--- config.mk ---
export PLATFORM = sky130hd
export DESIGN_NAME = pc_sequencer
export DESIGN_NICKNAME = d
export VERILOG_FILES = /design/src/rtl/seq_pkg.sv /design/src/rtl/pc_next_calc.sv /design/src/rtl/pc_sequencer.sv
export SDC_FILE = /design/constraint.sdc
export NUM_CORES = 1
export LEC_CHECK = 0
export CAP_MARGIN = 0
export CORE_AREA = 2 2 56 68
export DETAILED_ROUTE_END_ITERATION = 6
export DIE_AREA = 0 0 58 70
export DONT_BUFFER_PORTS = 1
export PLACE_DENSITY = 0.79
export SLEW_MARGIN = 20
export SYNTH_ARGS = -nofsm -noshare
export SYNTH_HDL_FRONTEND = slang
export SYNTH_SLANG_ARGS = --single-unit
export TNS_END_PERCENT = 100
--- constraint.sdc ---
create_clock -name Clk -period 1.75 [get_ports Clk]
set_input_delay 0.4375 -clock Clk [delete_from_list [all_inputs] [get_ports Clk]]
set_output_delay 0.4375 -clock Clk [all_outputs]
set_load 0.005 [all_outputs]
--- src/rtl/seq_pkg.sv ---
// Shared definitions for the program-counter sequencer: FSM states and
// the redirect-select encodings used on BranchSel.
package seq_pkg;

    typedef enum logic [1:0] {
        ST_IDLE  = 2'b00,
        ST_FETCH = 2'b01,
        ST_EXEC  = 2'b10,
        ST_HALT  = 2'b11
    } state_t;

    // BranchSel encodings for a taken branch
    localparam logic [1:0] SEL_ABS  = 2'b00;  // jump to BranchTarget
    localparam logic [1:0] SEL_NEAR = 2'b01;  // PC + NEAR_OFS
    localparam logic [1:0] SEL_FAR  = 2'b10;  // PC + FAR_OFS
    localparam logic [1:0] SEL_INC  = 2'b11;  // PC + 1

endpackage

--- src/rtl/pc_next_calc.sv ---
// Combinational next-PC computation. Produces both the redirect target
// selected by BranchSel and the plain sequential successor; all sums
// wrap modulo 2^PC_W by truncation.
module pc_next_calc
    import seq_pkg::*;
#(
    parameter int PC_W     = 8,
    parameter int NEAR_OFS = 30,
    parameter int FAR_OFS  = 60
) (
    input  logic [PC_W-1:0] pc,
    input  logic [1:0]      sel,
    input  logic [PC_W-1:0] target,
    output logic [PC_W-1:0] pc_branch,
    output logic [PC_W-1:0] pc_seq
);

    localparam logic [PC_W-1:0] NEAR_INC = PC_W'(NEAR_OFS);
    localparam logic [PC_W-1:0] FAR_INC  = PC_W'(FAR_OFS);
    localparam logic [PC_W-1:0] ONE      = PC_W'(1);

    // Select the redirect target and form the sequential successor
    always_comb begin
        pc_seq    = pc + ONE;
        pc_branch = pc + ONE;
        case (sel)
            SEL_ABS:  pc_branch = target;
            SEL_NEAR: pc_branch = pc + NEAR_INC;
            SEL_FAR:  pc_branch = pc + FAR_INC;
            default:  pc_branch = pc + ONE;
        endcase
    end

endmodule

--- src/rtl/pc_sequencer.sv ---
// Program-counter sequencer: IDLE -> FETCH -> EXEC loop with branch
// redirect, stall hold and a sticky HALT. Status outputs are decoded from
// the state register so an asynchronous reset clears them immediately.
module pc_sequencer
    import seq_pkg::*;
#(
    parameter int PC_W     = 8,
    parameter int NEAR_OFS = 30,
    parameter int FAR_OFS  = 60
) (
    input  logic            Clk,
    input  logic            Reset,
    input  logic            Start,
    input  logic            IMemAck,
    input  logic            Stall,
    input  logic            HaltIn,
    input  logic            BranchTaken,
    input  logic [1:0]      BranchSel,
    input  logic [PC_W-1:0] BranchTarget,
    output logic [PC_W-1:0] PC,
    output logic            IMemReq,
    output logic            Fetched,
    output logic            Busy,
    output logic            Done,
    output logic [15:0]     InstrCount
);

    state_t          state;
    logic [PC_W-1:0] pc_q;
    logic [PC_W-1:0] pc_branch;
    logic [PC_W-1:0] pc_seq;
    logic            fetched_q;
    logic [15:0]     count_q;

    // Retired-instruction count sticks at all-ones instead of wrapping
    function automatic logic [15:0] sat_inc(input logic [15:0] c);
        return (c == 16'hFFFF) ? c : c + 16'd1;
    endfunction

    pc_next_calc #(
        .PC_W     (PC_W),
        .NEAR_OFS (NEAR_OFS),
        .FAR_OFS  (FAR_OFS)
    ) u_next (
        .pc        (pc_q),
        .sel       (BranchSel),
        .target    (BranchTarget),
        .pc_branch (pc_branch),
        .pc_seq    (pc_seq)
    );

    // Sequencer FSM with PC, fetch pulse and instruction counter
    always_ff @(posedge Clk or negedge Reset) begin
        if (!Reset) begin
            state     <= ST_IDLE;
            pc_q      <= '0;
            fetched_q <= 1'b0;
            count_q   <= '0;
        end else begin
            fetched_q <= 1'b0;
            case (state)
                ST_IDLE: begin
                    if (Start) begin
                        state <= ST_FETCH;
                        pc_q  <= '0;
                    end
                end
                ST_FETCH: begin
                    if (IMemAck) begin
                        state     <= ST_EXEC;
                        fetched_q <= 1'b1;
                    end
                end
                ST_EXEC: begin
                    if (HaltIn) begin
                        state   <= ST_HALT;
                        count_q <= sat_inc(count_q);
                    end else if (Stall) begin
                        state <= ST_EXEC;
                    end else if (BranchTaken) begin
                        state   <= ST_FETCH;
                        pc_q    <= pc_branch;
                        count_q <= sat_inc(count_q);
                    end else begin
                        state   <= ST_FETCH;
                        pc_q    <= pc_seq;
                        count_q <= sat_inc(count_q);
                    end
                end
                ST_HALT: begin
                    state <= ST_HALT;
                end
                default: begin
                    state <= ST_IDLE;
                end
            endcase
        end
    end

    assign PC         = pc_q;
    assign Fetched    = fetched_q;
    assign InstrCount = count_q;
    assign IMemReq    = (state == ST_FETCH);
    assign Busy       = (state == ST_FETCH) || (state == ST_EXEC);
    assign Done       = (state == ST_HALT);

endmodule

=== Word-level counts from Yosys, hierarchy flattened ===
Cells that the tools add are included.

* Add/subtract/negate cells: 4
* Multipliers: 0
* Divide/modulo/power cells: 0
* $lt $le $gt $ge: 0
* Eq/ne operators: 11
* Shifts and indexed selects: 0
* Muxes and demuxes: 16
* Bitwise operators: 0
* Reductions and logical operators: 7

{| class="wikitable"
|+ Operators with widths
! kind !! count
|-
| 16-bit two-way mux || 3
|-
| 8-bit two-way mux || 4
|-
| 8-bit one-hot mux with 3 select lines || 1
|-
| 16-bit by 1-bit adder with 16-bit output, second input constant || 1
|-
| 16-bit == test, second input constant || 1
|-
| 8-bit one-hot mux with 2 select lines || 1
|-
| 8-bit by 1-bit adder with 8-bit output, second input constant || 1
|-
| 8-bit by 5-bit adder with 8-bit output, second input constant || 1
|-
| 8-bit by 6-bit adder with 8-bit output, second input constant || 1
|-
| 2-bit two-way mux || 4
|-
| 2-bit != test, second input constant || 4
|-
| 2-bit one-hot mux with 4 select lines || 1
|-
| 2-bit == test, second input constant || 3
|-
| 2-bit by 1-bit == test with 1-bit output, second input constant || 2
|-
| 2-bit logical NOT || 2
|-
| 2-bit AND reduction || 2
|-
| 4-bit AND reduction || 1
|-
| 1-bit two-way mux || 2
|-
| 2-bit by 1-bit != test with 1-bit output, second input constant || 1
|-
| 2-bit nonzero test || 1
|-
| 1-bit logical OR || 1
|}

* Flip-flop bits (word level): 27
* Bits in latches: 0
* Bits in writable memories: 0
* Bits in read-only memories: 0
* Input port bits: 17
* Output and inout port bits: 28
* Logic and storage cells: 42
* Memories: 0

=== Longest topological paths before layout ===
* Depth after elaboration: 6
* Mapped depth: 8
* Depth with buffers taken out: 7

=== Hierarchy ===
Synthesis repeated with hierarchy kept, for this count alone.

* Cell total of the unflattened synthesis: 226
* Area total of the unflattened synthesis: 2064.5 um^2

{| class="wikitable"
|+ By module, submodules not included
! module !! times used !! cells an instance !! area an instance (um^2) !! sequential area each (um^2)
|-
| pc_sequencer || 1 || 135 || 1456.4 || 675.6
|-
| pc_next_calc || 1 || 91 || 608.1 || 0.0
|}

=== Worst setup path before layout ===
No wires, ideal clock.

* Path kind: reg-to-reg
* From: register state[0]
* To: register count_q[6] (netlist: InstrCount[6])
* Library setup time: 127 ps
* Arrival: 1611 ps
* Required time: 1623 ps
* Slack: 12 ps
* Stages on the path, launching flop included: 8
* Path buffers: 1
* Clock period less this slack: 1738 ps
* Path through: dfrtp_1 inv_1 ha_1 buf_4 o211ai_1 nor3_1 nand3_1 xnor2_1

* Word-level cells in the longest chain between the ends: 2

{| class="wikitable"
|+ Ends and longest elaborated chain
! what !! RTL line !! RTL
|-
| start: declaration || pc_sequencer.sv:28 || <nowiki>state_t state;</nowiki>
|-
| start signal: assignment || pc_sequencer.sv:55 || <nowiki>state <= ST_IDLE;</nowiki>
|-
| start signal: assignment || pc_sequencer.sv:64 || <nowiki>state <= ST_FETCH;</nowiki>
|-
| start signal: assignment || pc_sequencer.sv:70 || <nowiki>state <= ST_EXEC;</nowiki>
|-
| 2-bit == test || pc_sequencer.sv:61 || <nowiki>case (state)</nowiki>
|-
| 2-bit AND reduction (no source line) || - ||
|-
| end signal: assignment || pc_sequencer.sv:77 || <nowiki>count_q <= sat_inc(count_q);</nowiki>
|-
| end signal: assignment || pc_sequencer.sv:83 || <nowiki>count_q <= sat_inc(count_q);</nowiki>
|-
| end signal: assignment || pc_sequencer.sv:87 || <nowiki>count_q <= sat_inc(count_q);</nowiki>
|-
| end: declaration || pc_sequencer.sv:33 || <nowiki>logic [15:0] count_q;</nowiki>
|}

No other way between the ends.
A chain may end at the register's enable or synchronous reset.

=== Worst setup path in the final report ===
* From: register pc_q[2] (netlist: PC[2])
* To: register pc_q[3] (netlist: PC[3])

* Word-level cells in the longest chain between the ends: 6
* Elaborated cells between the ends (all ways): 8
* Those cells by class: 3 x add/sub; 5 x mux

{| class="wikitable"
|+ Ends and longest elaborated chain
! what !! RTL line !! RTL
|-
| start: declaration || pc_sequencer.sv:29 || <nowiki>logic [PC_W-1:0] pc_q;</nowiki>
|-
| start signal: assignment || pc_sequencer.sv:82 || <nowiki>pc_q <= pc_branch;</nowiki>
|-
| start signal: assignment || pc_sequencer.sv:86 || <nowiki>pc_q <= pc_seq;</nowiki>
|-
| 8-bit by 1-bit adder with 8-bit output, or another cell as far along || - ||
|-
| 8-bit one-hot mux with 3 select lines || pc_next_calc.sv:26 || <nowiki>case (sel)</nowiki>
|-
| 8-bit two-way mux (*) || pc_sequencer.sv:80 || <nowiki>end else if (BranchTaken) begin</nowiki>
|-
| 8-bit two-way mux (*) || pc_sequencer.sv:78 || <nowiki>end else if (Stall) begin</nowiki>
|-
| 8-bit two-way mux (*) || pc_sequencer.sv:75 || <nowiki>if (HaltIn) begin</nowiki>
|-
| 8-bit one-hot mux with 2 select lines (*) || pc_sequencer.sv:61 ||
|}

Mark *: on every way between the ends. The rest lies on a longest branch, timed or not. The select of a mux whose other input is x is not followed.

==> metrics.txt <==
outcome=completed; via count=1,705; # setup viols final=0; Synth Area in Adders=7.37%; GRT Util Overall=23.0%; Buf+Inv Stages, Crit Path=1; CTS buffer count=3; Yosys warnings=0; CP cell instances=inv_1, ha_1, and3b_1, a2111oi_1, a311o_1, a21oi_2, a21o_1; Boundary Pins=45; crit path capture type=flop; VDD IR max=1.07 mV; clk_lat worst skew=0.27 ns; Final Non-Filler Cells=278; antenna cells=0; fillers=299; Final Critical Period=1.73 ns; Async S/R FF share, synth=100%; initial DRC count=80; Pwr Total=3320 uW; Pre-antenna DRT Iters=4; Max Buffers Root-to-Sink=2; CP required=1.91 ns; Synth Area in Simple Gates=19.8%; R2R Path Start=PC[2]; clock sinks=27; worst rel slew slack=65.3%; die height=70 um; core area=3480 um2; Startpoint Class=flop; Max Clk Rate=577 MHz; gr ovfl total=0; most frequent cells in the layout=buf_4 (27), dfrtp_1 (26), nand2_1 (20), nor2_1 (16), a21oi_1 (16); proportion of synthesized area in mux cells=0.804%; final setup TNS=0 ns; Mapped Cells=213; fin nets=268; HP Start=BranchTaken; Avg Inst Size Synth=8.77 um2; Detail Placement HPWL=3360 um; Final Skew=0.00579 ns; Switching Share=42.7%; WP data arrival=1.90 ns; flop and latch count out of synthesis=27; crit-path leading delay family=compound AO/OA/AOI/OAI gates; final hold viol count=0; routability cong.=0.912; Clock transition at path regs=0.10 ns; share of layout cells above drive strength 1=20.9%; max incr delay on CP=0.39 ns; WL/cell=16.7 um; Starting Density=53.6%; Synth Cell Area=1870 um2; placed cell count=271; routed vias/inst=6.13; post-synthesis compound-gate area fraction=21.1%; PortBufs=0; fraction of the cycle the final worst path needs=99.1%; max-cap check violation count=0; cell area power density=1470 nW/um2; CTS root buf=clkbuf_8; remaining antenna violation count after routing=0; sequential power share=29.4%; Crit-path slowest cell=a2111oi_1; row count=24; largest family of logic cells by synthesized area=compound AO/OA/AOI/OAI gates; Syn Nets=241; first-pass GRT wire length=7540 um; leak pwr=0.00105 uW; Worst-Margin Slew=0.520 ns; overall die area=4060 um2; Seq/Total Area, Yosys=36.2%; Area Growth Syn to Fin=20.9%; Synth Area in XOR/XNOR=9.38%; Worst Path Max Fanout=4; worst hold path type=input port to flop; Int Power=1900 uW; Post-synth EDFFs=0; Max Slew Vio Count=0; total wire length=4650 um; number of antenna violations at the first check in global routing=0; CTS tree=yes; DRC=0; part of the power in the clock network=10.6%; Comb power frac=60.1%; P_sw=1420 uW; CP Launch Point=PC[2]; CTS H-tree lvls=1; commonest non-fill, non-tap cell in the layout=buf_4; Crit Path Category=flop to flop; largest net degree at the start of global routing=28; Synth cell types=46; vias in the first global route=1,673; Finished Core Util=64.8%; Horiz. Die Dim=58 um; Main synth FF type=dfrtp_1
[metrics by stage]
stage               setup slack, ns  instance area [um2]  hold WS [ns]
finish                       0.0156                 2260         0.273
detailed placement           0.0368                 2100         0.143
CTS                          0.0147                 2170         0.264
global route                -0.0604                 2260         0.287
floorplan                    0.0117                 1870         0.142
global placement              0.115                 2100         0.143
[kinds of logic after synthesis]
logic type | after synthesis
DFF | 27
adders and majority gates | 11
buffers and inverters | 24
muxes | 1
xor gates and xnor gates | 20
AOI/OAI and AO/OA | 60
and+or+nand+nor | 70
[cells in the mapped netlist (2+ instances only)]
cell type / number / area share, %
and2_1: 2 / 0.67
xnor2_1: 13 / 6.1
o211ai_1: 2 / 0.80
inv_1: 15 / 3.0
nand4_1: 6 / 2.0
nand3b_1: 2 / 0.80
xor2_1: 7 / 3.3
o22ai_1: 3 / 1.0
a31oi_1: 3 / 1.0
nand2_1: 20 / 4.0
and3_1: 2 / 0.67
nand3_1: 5 / 1.3
clkbuf_1: 3 / 0.60
a221o_1: 2 / 1.1
ha_1: 11 / 7.4
a211oi_1: 2 / 0.80
nand2b_1: 4 / 1.3
dfrtp_1: 27 / 36
buf_2: 5 / 1.3
nor3_1: 5 / 1.3
o21a_1: 2 / 0.80
nor4_1: 3 / 1.0
nor2b_1: 2 / 0.67
o21ai_0: 14 / 3.8
nor2_1: 16 / 3.2
a21oi_1: 17 / 4.6
[power by group through the flow]
stage | sequential, uW | clock, uW | combinational, uW
after floorplan | 999 | 0 | 1100
after CTS | 957 | 361 | 1800
after global routing | 1000 | 383 | 2200
after detailed placement | 969 | 0 | 1770
final | 976 | 351 | 2000
after global placement | 963 | 0 | 1740
[state kept, by name (all words and copies together), names as in the netlist]
| signal | count |
|---|---|
| InstrCount | 16 |
| PC | 8 |
| Fetched | 1 |
| state | 2 |
[area by class of cell]
cell class                 count  area (um2)  share of cell area (%)
clock buffer                   3        41.3                    1.83
clock inverter                 1        5.00                   0.222
sequential                    27         677                    30.0
tap                           39        48.8                    2.16
multi-input combinational    162        1160                    51.4
timing repair buffer          31         269                    11.9
inverter                      15        56.3                    2.49
[final timing paths]
path	endpoint	slack, ns	cells past startpoint
max	PC[3]	0.02	7
min	PC[5]	0.27	1
max reg2reg	PC[3]	0.02	7
min reg2reg	InstrCount[10]	0.52	1
max in group asynchronous	state[1]	0.99	2
min in group asynchronous	InstrCount[1]	0.59	2
[metal layers]
layer  part of all wire (%)  track usage (%)  vias up
met2                     53             40.5       58
met1                     39             27.7      831
met5                      0                0        -
met3                    7.1             4.44        6
li1                       -                -      810
met4                   0.99             6.72        0
[repair_timing]
item	CTS	global route
resized for setup	0	19
buffers inserted	0	1
endpoints found under the hold margin	27	0
setup endpoints to repair	0	10
hold buffers	2	0
Note: power is estimated with default switching activity, not from simulation.
